## src/rtl/lsu_stage_if.sv

```systemverilog
// Bus bundle around lsu_stage: execute-side request, cache response, write-back and forwarding.
// The slave modport is the LSU view; the master modport is the surrounding pipeline's view.
interface lsu_stage_if #(
    parameter int unsigned RegWidth = 64,
    parameter int unsigned INSTWide = 32
);
    logic                exu_to_lsu_valid;
    logic                lsu_allow_in;
    logic [2:0]          exu_MemOP;
    logic                exu_MemWr;
    logic [RegWidth-1:0] exu_ALUres;
    logic [RegWidth-1:0] exu_R_rs1;
    logic                exu_Regwr;
    logic [1:0]          exu_RegSrc;
    logic [INSTWide-1:0] exu_inst;
    logic [RegWidth-1:0] exu_pc;

    logic                cache_resp_valid;
    logic [RegWidth-1:0] cache_rdata;

    logic                lsu_to_wbu_valid;
    logic                wbu_allow_in;
    logic [RegWidth-1:0] wb_data;
    logic                wb_Regwr;
    logic [4:0]          wb_rd;
    logic [INSTWide-1:0] wb_inst;
    logic [RegWidth-1:0] wb_pc;
    logic [RegWidth-1:0] wb_R_rs1;

    logic                lsu_fwd_valid;
    logic [4:0]          lsu_fwd_rd;
    logic [RegWidth-1:0] lsu_fwd_data;

    modport master (
        output exu_to_lsu_valid, exu_MemOP, exu_MemWr, exu_ALUres, exu_R_rs1, exu_Regwr,
               exu_RegSrc, exu_inst, exu_pc, cache_resp_valid, cache_rdata, wbu_allow_in,
        input  lsu_allow_in, lsu_to_wbu_valid, wb_data, wb_Regwr, wb_rd, wb_inst, wb_pc,
               wb_R_rs1, lsu_fwd_valid, lsu_fwd_rd, lsu_fwd_data
    );

    modport slave (
        input  exu_to_lsu_valid, exu_MemOP, exu_MemWr, exu_ALUres, exu_R_rs1, exu_Regwr,
               exu_RegSrc, exu_inst, exu_pc, cache_resp_valid, cache_rdata, wbu_allow_in,
        output lsu_allow_in, lsu_to_wbu_valid, wb_data, wb_Regwr, wb_rd, wb_inst, wb_pc,
               wb_R_rs1, lsu_fwd_valid, lsu_fwd_rd, lsu_fwd_data
    );
endinterface

```

## src/rtl/lsu_stage.sv

```systemverilog
// Memory-access pipeline stage: waits for the data-cache response, aligns/extends load data,
// offers the result to write-back and forwards it to execute.
module lsu_stage #(
    parameter int unsigned RegWidth = 64,
    parameter int unsigned INSTWide = 32
) (
    input  logic        clk,
    input  logic        rst,
    lsu_stage_if.slave  bus
);
    localparam logic [1:0] StIdle = 2'd0;
    localparam logic [1:0] StWait = 2'd1;
    localparam logic [1:0] StDone = 2'd2;
    localparam logic [2:0] NoMem  = 3'b011;

    logic [1:0]          state_q, state_d;
    logic                valid_q, valid_d;
    logic [RegWidth-1:0] load_q, load_d;

    logic [2:0]          memop_q;
    logic                memwr_q;
    logic [RegWidth-1:0] alures_q;
    logic [RegWidth-1:0] rs1_q;
    logic                regwr_q;
    logic [1:0]          regsrc_q;
    logic [INSTWide-1:0] inst_q;
    logic [RegWidth-1:0] pc_q;

    logic                ready_go;
    logic                out_valid;
    logic                allow_in;
    logic                accept;
    logic                retire;
    logic                is_load;
    logic [RegWidth-1:0] load_src;
    logic [RegWidth-1:0] shifted;
    logic [RegWidth-1:0] load_ext;
    logic [RegWidth-1:0] wb_data;
    logic [5:0]          shamt;

    assign ready_go  = (state_q == StDone) | ((state_q == StWait) & bus.cache_resp_valid);
    assign out_valid = valid_q & ready_go;
    assign allow_in  = ~valid_q | (ready_go & bus.wbu_allow_in);
    assign accept    = bus.exu_to_lsu_valid & allow_in;
    assign retire    = out_valid & bus.wbu_allow_in;

    always_comb begin
        state_d = state_q;
        valid_d = valid_q;
        load_d  = load_q;
        if (retire) begin
            valid_d = 1'b0;
            state_d = StIdle;
        end else if ((state_q == StWait) && bus.cache_resp_valid) begin
            // Response arrived under a write-back stall: keep the raw doubleword for DONE.
            state_d = StDone;
            load_d  = bus.cache_rdata;
        end
        if (accept) begin
            valid_d = 1'b1;
            state_d = (bus.exu_MemOP != NoMem) ? StWait : StDone;
        end
    end

    always_ff @(posedge clk or negedge rst) begin
        if (!rst) begin
            state_q  <= StIdle;
            valid_q  <= 1'b0;
            load_q   <= '0;
            memop_q  <= '0;
            memwr_q  <= 1'b0;
            alures_q <= '0;
            rs1_q    <= '0;
            regwr_q  <= 1'b0;
            regsrc_q <= '0;
            inst_q   <= '0;
            pc_q     <= '0;
        end else begin
            state_q <= state_d;
            valid_q <= valid_d;
            load_q  <= load_d;
            if (accept) begin
                memop_q  <= bus.exu_MemOP;
                memwr_q  <= bus.exu_MemWr;
                alures_q <= bus.exu_ALUres;
                rs1_q    <= bus.exu_R_rs1;
                regwr_q  <= bus.exu_Regwr;
                regsrc_q <= bus.exu_RegSrc;
                inst_q   <= bus.exu_inst;
                pc_q     <= bus.exu_pc;
            end
        end
    end

    // Misalignment is not checked: the low address bits only select the byte shift.
    assign load_src = (state_q == StDone) ? load_q : bus.cache_rdata;
    assign shamt    = {alures_q[2:0], 3'b000};
    assign shifted  = load_src >> shamt;

    always_comb begin
        load_ext = shifted;
        case (memop_q[1:0])
            2'd0: load_ext = memop_q[2] ? {{(RegWidth-8){1'b0}}, shifted[7:0]}
                                        : {{(RegWidth-8){shifted[7]}}, shifted[7:0]};
            2'd1: load_ext = memop_q[2] ? {{(RegWidth-16){1'b0}}, shifted[15:0]}
                                        : {{(RegWidth-16){shifted[15]}}, shifted[15:0]};
            2'd2: load_ext = memop_q[2] ? {{(RegWidth-32){1'b0}}, shifted[31:0]}
                                        : {{(RegWidth-32){shifted[31]}}, shifted[31:0]};
            default: load_ext = shifted;
        endcase
    end

    assign is_load = (memop_q != NoMem) & ~memwr_q;
    assign wb_data = ((regsrc_q == 2'd1) && is_load) ? load_ext : alures_q;

    assign bus.lsu_allow_in     = allow_in;
    assign bus.lsu_to_wbu_valid = out_valid;
    assign bus.wb_data          = wb_data;
    assign bus.wb_Regwr         = regwr_q;
    assign bus.wb_rd            = inst_q[11:7];
    assign bus.wb_inst          = inst_q;
    assign bus.wb_pc            = pc_q;
    assign bus.wb_R_rs1         = rs1_q;
    assign bus.lsu_fwd_valid    = out_valid & regwr_q & (inst_q[11:7] != 5'd0);
    assign bus.lsu_fwd_rd       = inst_q[11:7];
    assign bus.lsu_fwd_data     = wb_data;
endmodule

```

## src/flat_wrapper.sv

```systemverilog
// flat-port wrapper written by rule: the top's interface ports become plain ports
module lsu_stage_flat 
#(
    parameter int unsigned RegWidth = 64,
    parameter int unsigned INSTWide = 32
)
  (clk, rst, bus_exu_to_lsu_valid, bus_exu_MemOP, bus_exu_MemWr, bus_exu_ALUres, bus_exu_R_rs1, bus_exu_Regwr, bus_exu_RegSrc, bus_exu_inst, bus_exu_pc, bus_cache_resp_valid, bus_cache_rdata, bus_wbu_allow_in, bus_lsu_allow_in, bus_lsu_to_wbu_valid, bus_wb_data, bus_wb_Regwr, bus_wb_rd, bus_wb_inst, bus_wb_pc, bus_wb_R_rs1, bus_lsu_fwd_valid, bus_lsu_fwd_rd, bus_lsu_fwd_data);
  lsu_stage_if #(.RegWidth(RegWidth), .INSTWide(INSTWide)) bus_i ();
  input  logic clk;
  input  logic rst;
  input wire logic [$bits(bus_i.exu_to_lsu_valid)-1:0] bus_exu_to_lsu_valid;
  input wire logic [$bits(bus_i.exu_MemOP)-1:0] bus_exu_MemOP;
  input wire logic [$bits(bus_i.exu_MemWr)-1:0] bus_exu_MemWr;
  input wire logic [$bits(bus_i.exu_ALUres)-1:0] bus_exu_ALUres;
  input wire logic [$bits(bus_i.exu_R_rs1)-1:0] bus_exu_R_rs1;
  input wire logic [$bits(bus_i.exu_Regwr)-1:0] bus_exu_Regwr;
  input wire logic [$bits(bus_i.exu_RegSrc)-1:0] bus_exu_RegSrc;
  input wire logic [$bits(bus_i.exu_inst)-1:0] bus_exu_inst;
  input wire logic [$bits(bus_i.exu_pc)-1:0] bus_exu_pc;
  input wire logic [$bits(bus_i.cache_resp_valid)-1:0] bus_cache_resp_valid;
  input wire logic [$bits(bus_i.cache_rdata)-1:0] bus_cache_rdata;
  input wire logic [$bits(bus_i.wbu_allow_in)-1:0] bus_wbu_allow_in;
  output wire logic [$bits(bus_i.lsu_allow_in)-1:0] bus_lsu_allow_in;
  output wire logic [$bits(bus_i.lsu_to_wbu_valid)-1:0] bus_lsu_to_wbu_valid;
  output wire logic [$bits(bus_i.wb_data)-1:0] bus_wb_data;
  output wire logic [$bits(bus_i.wb_Regwr)-1:0] bus_wb_Regwr;
  output wire logic [$bits(bus_i.wb_rd)-1:0] bus_wb_rd;
  output wire logic [$bits(bus_i.wb_inst)-1:0] bus_wb_inst;
  output wire logic [$bits(bus_i.wb_pc)-1:0] bus_wb_pc;
  output wire logic [$bits(bus_i.wb_R_rs1)-1:0] bus_wb_R_rs1;
  output wire logic [$bits(bus_i.lsu_fwd_valid)-1:0] bus_lsu_fwd_valid;
  output wire logic [$bits(bus_i.lsu_fwd_rd)-1:0] bus_lsu_fwd_rd;
  output wire logic [$bits(bus_i.lsu_fwd_data)-1:0] bus_lsu_fwd_data;
  assign bus_i.exu_to_lsu_valid = bus_exu_to_lsu_valid;
  assign bus_i.exu_MemOP = bus_exu_MemOP;
  assign bus_i.exu_MemWr = bus_exu_MemWr;
  assign bus_i.exu_ALUres = bus_exu_ALUres;
  assign bus_i.exu_R_rs1 = bus_exu_R_rs1;
  assign bus_i.exu_Regwr = bus_exu_Regwr;
  assign bus_i.exu_RegSrc = bus_exu_RegSrc;
  assign bus_i.exu_inst = bus_exu_inst;
  assign bus_i.exu_pc = bus_exu_pc;
  assign bus_i.cache_resp_valid = bus_cache_resp_valid;
  assign bus_i.cache_rdata = bus_cache_rdata;
  assign bus_i.wbu_allow_in = bus_wbu_allow_in;
  assign bus_lsu_allow_in = bus_i.lsu_allow_in;
  assign bus_lsu_to_wbu_valid = bus_i.lsu_to_wbu_valid;
  assign bus_wb_data = bus_i.wb_data;
  assign bus_wb_Regwr = bus_i.wb_Regwr;
  assign bus_wb_rd = bus_i.wb_rd;
  assign bus_wb_inst = bus_i.wb_inst;
  assign bus_wb_pc = bus_i.wb_pc;
  assign bus_wb_R_rs1 = bus_i.wb_R_rs1;
  assign bus_lsu_fwd_valid = bus_i.lsu_fwd_valid;
  assign bus_lsu_fwd_rd = bus_i.lsu_fwd_rd;
  assign bus_lsu_fwd_data = bus_i.lsu_fwd_data;
  lsu_stage #(.RegWidth(RegWidth), .INSTWide(INSTWide)) u_core (.clk(clk), .rst(rst), .bus(bus_i));
endmodule
```

## config.mk

```make
export PLATFORM = sky130hd
export DESIGN_NAME = lsu_stage_flat
export DESIGN_NICKNAME = d
export VERILOG_FILES = /design/src/rtl/lsu_stage_if.sv /design/src/rtl/lsu_stage.sv /design/src/flat_wrapper.sv
export SDC_FILE = /design/constraint.sdc
export NUM_CORES = 1
export LEC_CHECK = 0
export ABC_AREA = 1
export CAP_MARGIN = 20
export CORE_AREA = 4 4 234 236
export CTS_CLUSTER_DIAMETER = 100
export DETAILED_ROUTE_END_ITERATION = 10
export DIE_AREA = 0 0 238 240
export PLACE_DENSITY = 0.56
export SLEW_MARGIN = 20
export SYNTH_ARGS = -nofsm -noshare
export SYNTH_HDL_FRONTEND = slang
export SYNTH_SLANG_ARGS = --single-unit
```

## constraint.sdc

```tcl
create_clock -name clk -period 4.3 [get_ports clk]
set_input_delay 0.43 -clock clk [delete_from_list [all_inputs] [get_ports clk]]
set_output_delay 0.43 -clock clk [all_outputs]
set_load 0.01 [all_outputs]
```

==> impl_metrics.yaml <==
placement:
  port-buffer-count: 601
  place_inst: 3274
  dp_hpwl_um: 54200
  gp_congestion: 0.924
routing:
  vias: 16100
  firstDrtPassIters: 5
  drc: 0
  via_per_inst: 4.80
  ant_nets: 0
  wl_um: 71600
  detail_route.wl_per_cell_um: 21.4
  drtIter0Drc: 1292
synth:
  avgSynthCellArea_um2: 7.36
  synth-edff-count: 0
  synth_compound_area_share_pct: 5.30
  synthesis.nets: 2471
  mappedNetlistArea_um2: 16000
  synth_top_family_by_area: "simple AND/OR/NAND/NOR gates"
  synth_seq_cells: 298
  ys.flop_type: "dfrtp_1"
  ys_types: 35
  synthAdderAreaFrac_pct: 0
  synth-xor-area-share_pct: 0
  synthMuxAreaShare_pct: 0.188
  yosys.area_share.simple_pct: 37.1
  yosysWarnings: 0
  syn_inst: 2171
  ys_async_sr_fraction_pct: 100
  ys_seq_area_share_pct: 46.7
power:
  power_density_nw_per_um2: 870
  p_leak_nw: 11.3
  vdd_drop_max_uv: 440
sta:
  worst_pin_slew_ps: 988
  period_minus_slack_ps: 4070
  hold_viol_final: 0
  post-route-period-util_pct: 94.6
  tns_ps: 0
  rsz0062_at_grt: "false"
  fin_skew_ps: 18.1
  max_freq_mhz: 246
  final_max_slew_viol_count: 0
  finalSetupViolCount: 0
  relSlewSlack_pct: 34.1
final_layout:
  final_cells: 3347
  multiInputGateArea_um2: 6830
  fillCellCount: 5325
  nets: 2927
  regArea_um2: 7460
  post-route-util_pct: 44.0
  syn_to_final_growth_pct: 44.2
  drive_gt1_share_pct: 4.87
floorplanning:
  core-area_um2: 52400
  io_pins: 602
  dieArea_um2: 57100
  start_util_pct: 30.5
  fp.dieH_um: 240
  rows: 84
  die_w_um: 238
clocking:
  cts_made_buffers: 37
  clk_latency_ps: 560
  numClockSinks: 298
  root_buffer: "clkbuf_16"
  cts.reportedPaths.clkPinSlew_ps: 60
  cts_tree: "done"
  cts_post_setup_buffers_inserted: 0
  clockBufferDepth: 3
  htree_levels: 2
setup_path:
  start_kind: "register"
  crit_type: "register to primary output"
  setup.worst_path.end_class: "primary output"
  crit_required_ps: 3870
  arrival_ps: 3640
  cp_max_fo: 18
grt:
  grt_max_degree: 230
  antenna_found_initial: 26
  grt_overflow: 0
  grt_pass1_wl_um: 104000
  track_usage_pct: 24.1
  first_global_vias: 16200
min_path:
  hold_class: "primary input to register"
outcome:
  status: "finished, final reports clean"
job:
  max_cap_viol_count: 0
==> logic make-up after synthesis <==
| group | after synthesis |
|---|---|
| multiplexers | 3 |
| AND/OR/NAND/NOR | 1415 |
| buffers and inverters | 301 |
| flip-flops | 298 |
| AO/OA/AOI/OAI | 154 |
==> worst paths after layout <==
kind	from	end	slack, ps	cells after the start
setup / recovery	u_core.regsrc_q[1]$_DFFE_PN0P_	bus_wb_data[23]	230	8
hold / removal	bus_exu_R_rs1[42]	u_core.bus.wb_R_rs1[42]$_DFFE_PN0P_	410	3
setup reg to reg	u_core.state_q[0]$_DFFE_PN0P_	u_core.state_q[1]$_DFFE_PN0P_	990	12
hold reg to reg	u_core.alures_q[39]$_DFFE_PN0P_	u_core.alures_q[39]$_DFFE_PN0P_	470	2
max in group asynchronous	rst	u_core.bus.wb_pc[45]$_DFFE_PN0P_	2720	3
min in group asynchronous	rst	u_core.load_q[46]$_DFFE_PN0P_	540	2
==> layout make-up <==
class | count | share of cell area [%]
timing repair buffer | 629 | 27.4
clock buffer | 58 | 4.88
clock inverter | 5 | 0.440
inverter | 89 | 1.51
multi-input combinational | 1572 | 29.6
antenna | 8 | 0.0868
sequential | 298 | 32.3
tap | 688 | 3.73
==> cell usage after synthesis, types with 2 or more instances <==
library cell  count  area [um^2]
nand2_4           2         22.5
o21ai_0          46          230
o211ai_1         21          158
nor2_2            3         18.8
nand3_4           2         35.0
nand3_1         186          931
nor3_1            3         15.0
clkbuf_1         15         56.3
a31oi_1           7         43.8
inv_2            11         41.3
nand3_2          20          200
nand2_1        1080         4050
nand2_2           3         18.8
buf_2            79          395
o22ai_1           3         18.8
and2_1            7         43.8
inv_1            77          289
dfrtp_1         298         7460
a21oi_1          43          215
or2_1            21          131
o21ai_1          31          155
buf_6            12          135
buf_1             4         15.0
mux2i_1           3         30.0
or2_0            17          106
nand4_1          33          206
nor2_1           38          143
buf_4            99          743
==> where the power goes <==
part / internal, W / switching [W] / leakage [nW]
combinational: 0.00508 / 0.00680 / 6.98
clock: 0.00192 / 0.00129 / 0.601
sequential: 0.00414 / 0.000817 / 3.69
==> repair_timing <==
action,in CTS,in global routing
setup endpoints to repair,2,11
pin swaps,0,0
hold buffers,1,0
resized for setup,1,3
endpoints found under the hold margin,90,0
==> worst max-delay path, stage by stage (launching register included) <==
cell and delay, ps:
dfrtp_1 380, nor3_1 410, o21ai_4 310, nor2_2 670, nand3_1 270, and2_1 230, o22ai_1 230, inv_1 90
clkdlybuf4s50_1 490
==> metrics by stage <==
step / power, W / hold WS [ps] / worst slack, ps / instance area [um^2]
6_report: 0.0200 / 405 / 232 / 23100
5_1_grt: 0.0214 / 387 / 23.1 / 23000
4_1_cts: 0.0203 / 365 / 102 / 23000
3_5_place_dp: 0.0169 / 457 / 589 / 21800
3_3_place_gp: 0.0169 / 457 / 708 / 21800
2_1_floorplan: 0.0115 / 134 / 2100 / 16000
==> registers in the layout (all words and copies together), names as in the netlist <==
| register | count |
|---|---|
| u_core.bus.wb_inst | 32 |
| u_core.state_q | 2 |
| u_core.bus.wb_R_rs1 | 64 |
| u_core.load_q | 64 |
| u_core.bus.wb_Regwr | 1 |
| u_core.memop_q | 3 |
| u_core.regsrc_q | 2 |
| u_core.memwr_q | 1 |
| u_core.valid_q | 1 |
| u_core.bus.wb_pc | 64 |
| u_core.alures_q | 64 |
==> layer usage <==
metal	track usage, %	wire length (um)	up-vias
met5	0	205	-
met4	7.99	2520	30
met3	8.53	6450	144
met2	42.7	36200	626
li1	-	-	7685
met1	27.0	26200	7595
==> cells in the final DEF, fill, tap and decap left out, types with 30 or more instances in the layout <==
master / n
nand3_1: 186
a21oi_1: 43
inv_1: 76
dfrtp_1: 298
o21ai_1: 30
clkdlybuf4s50_1: 597
nand2_1: 1080
o21ai_0: 46
nor2_1: 37
clkbuf_16: 38
nand4_1: 33
No activity file was read; power rests on OpenSTA's default activity.
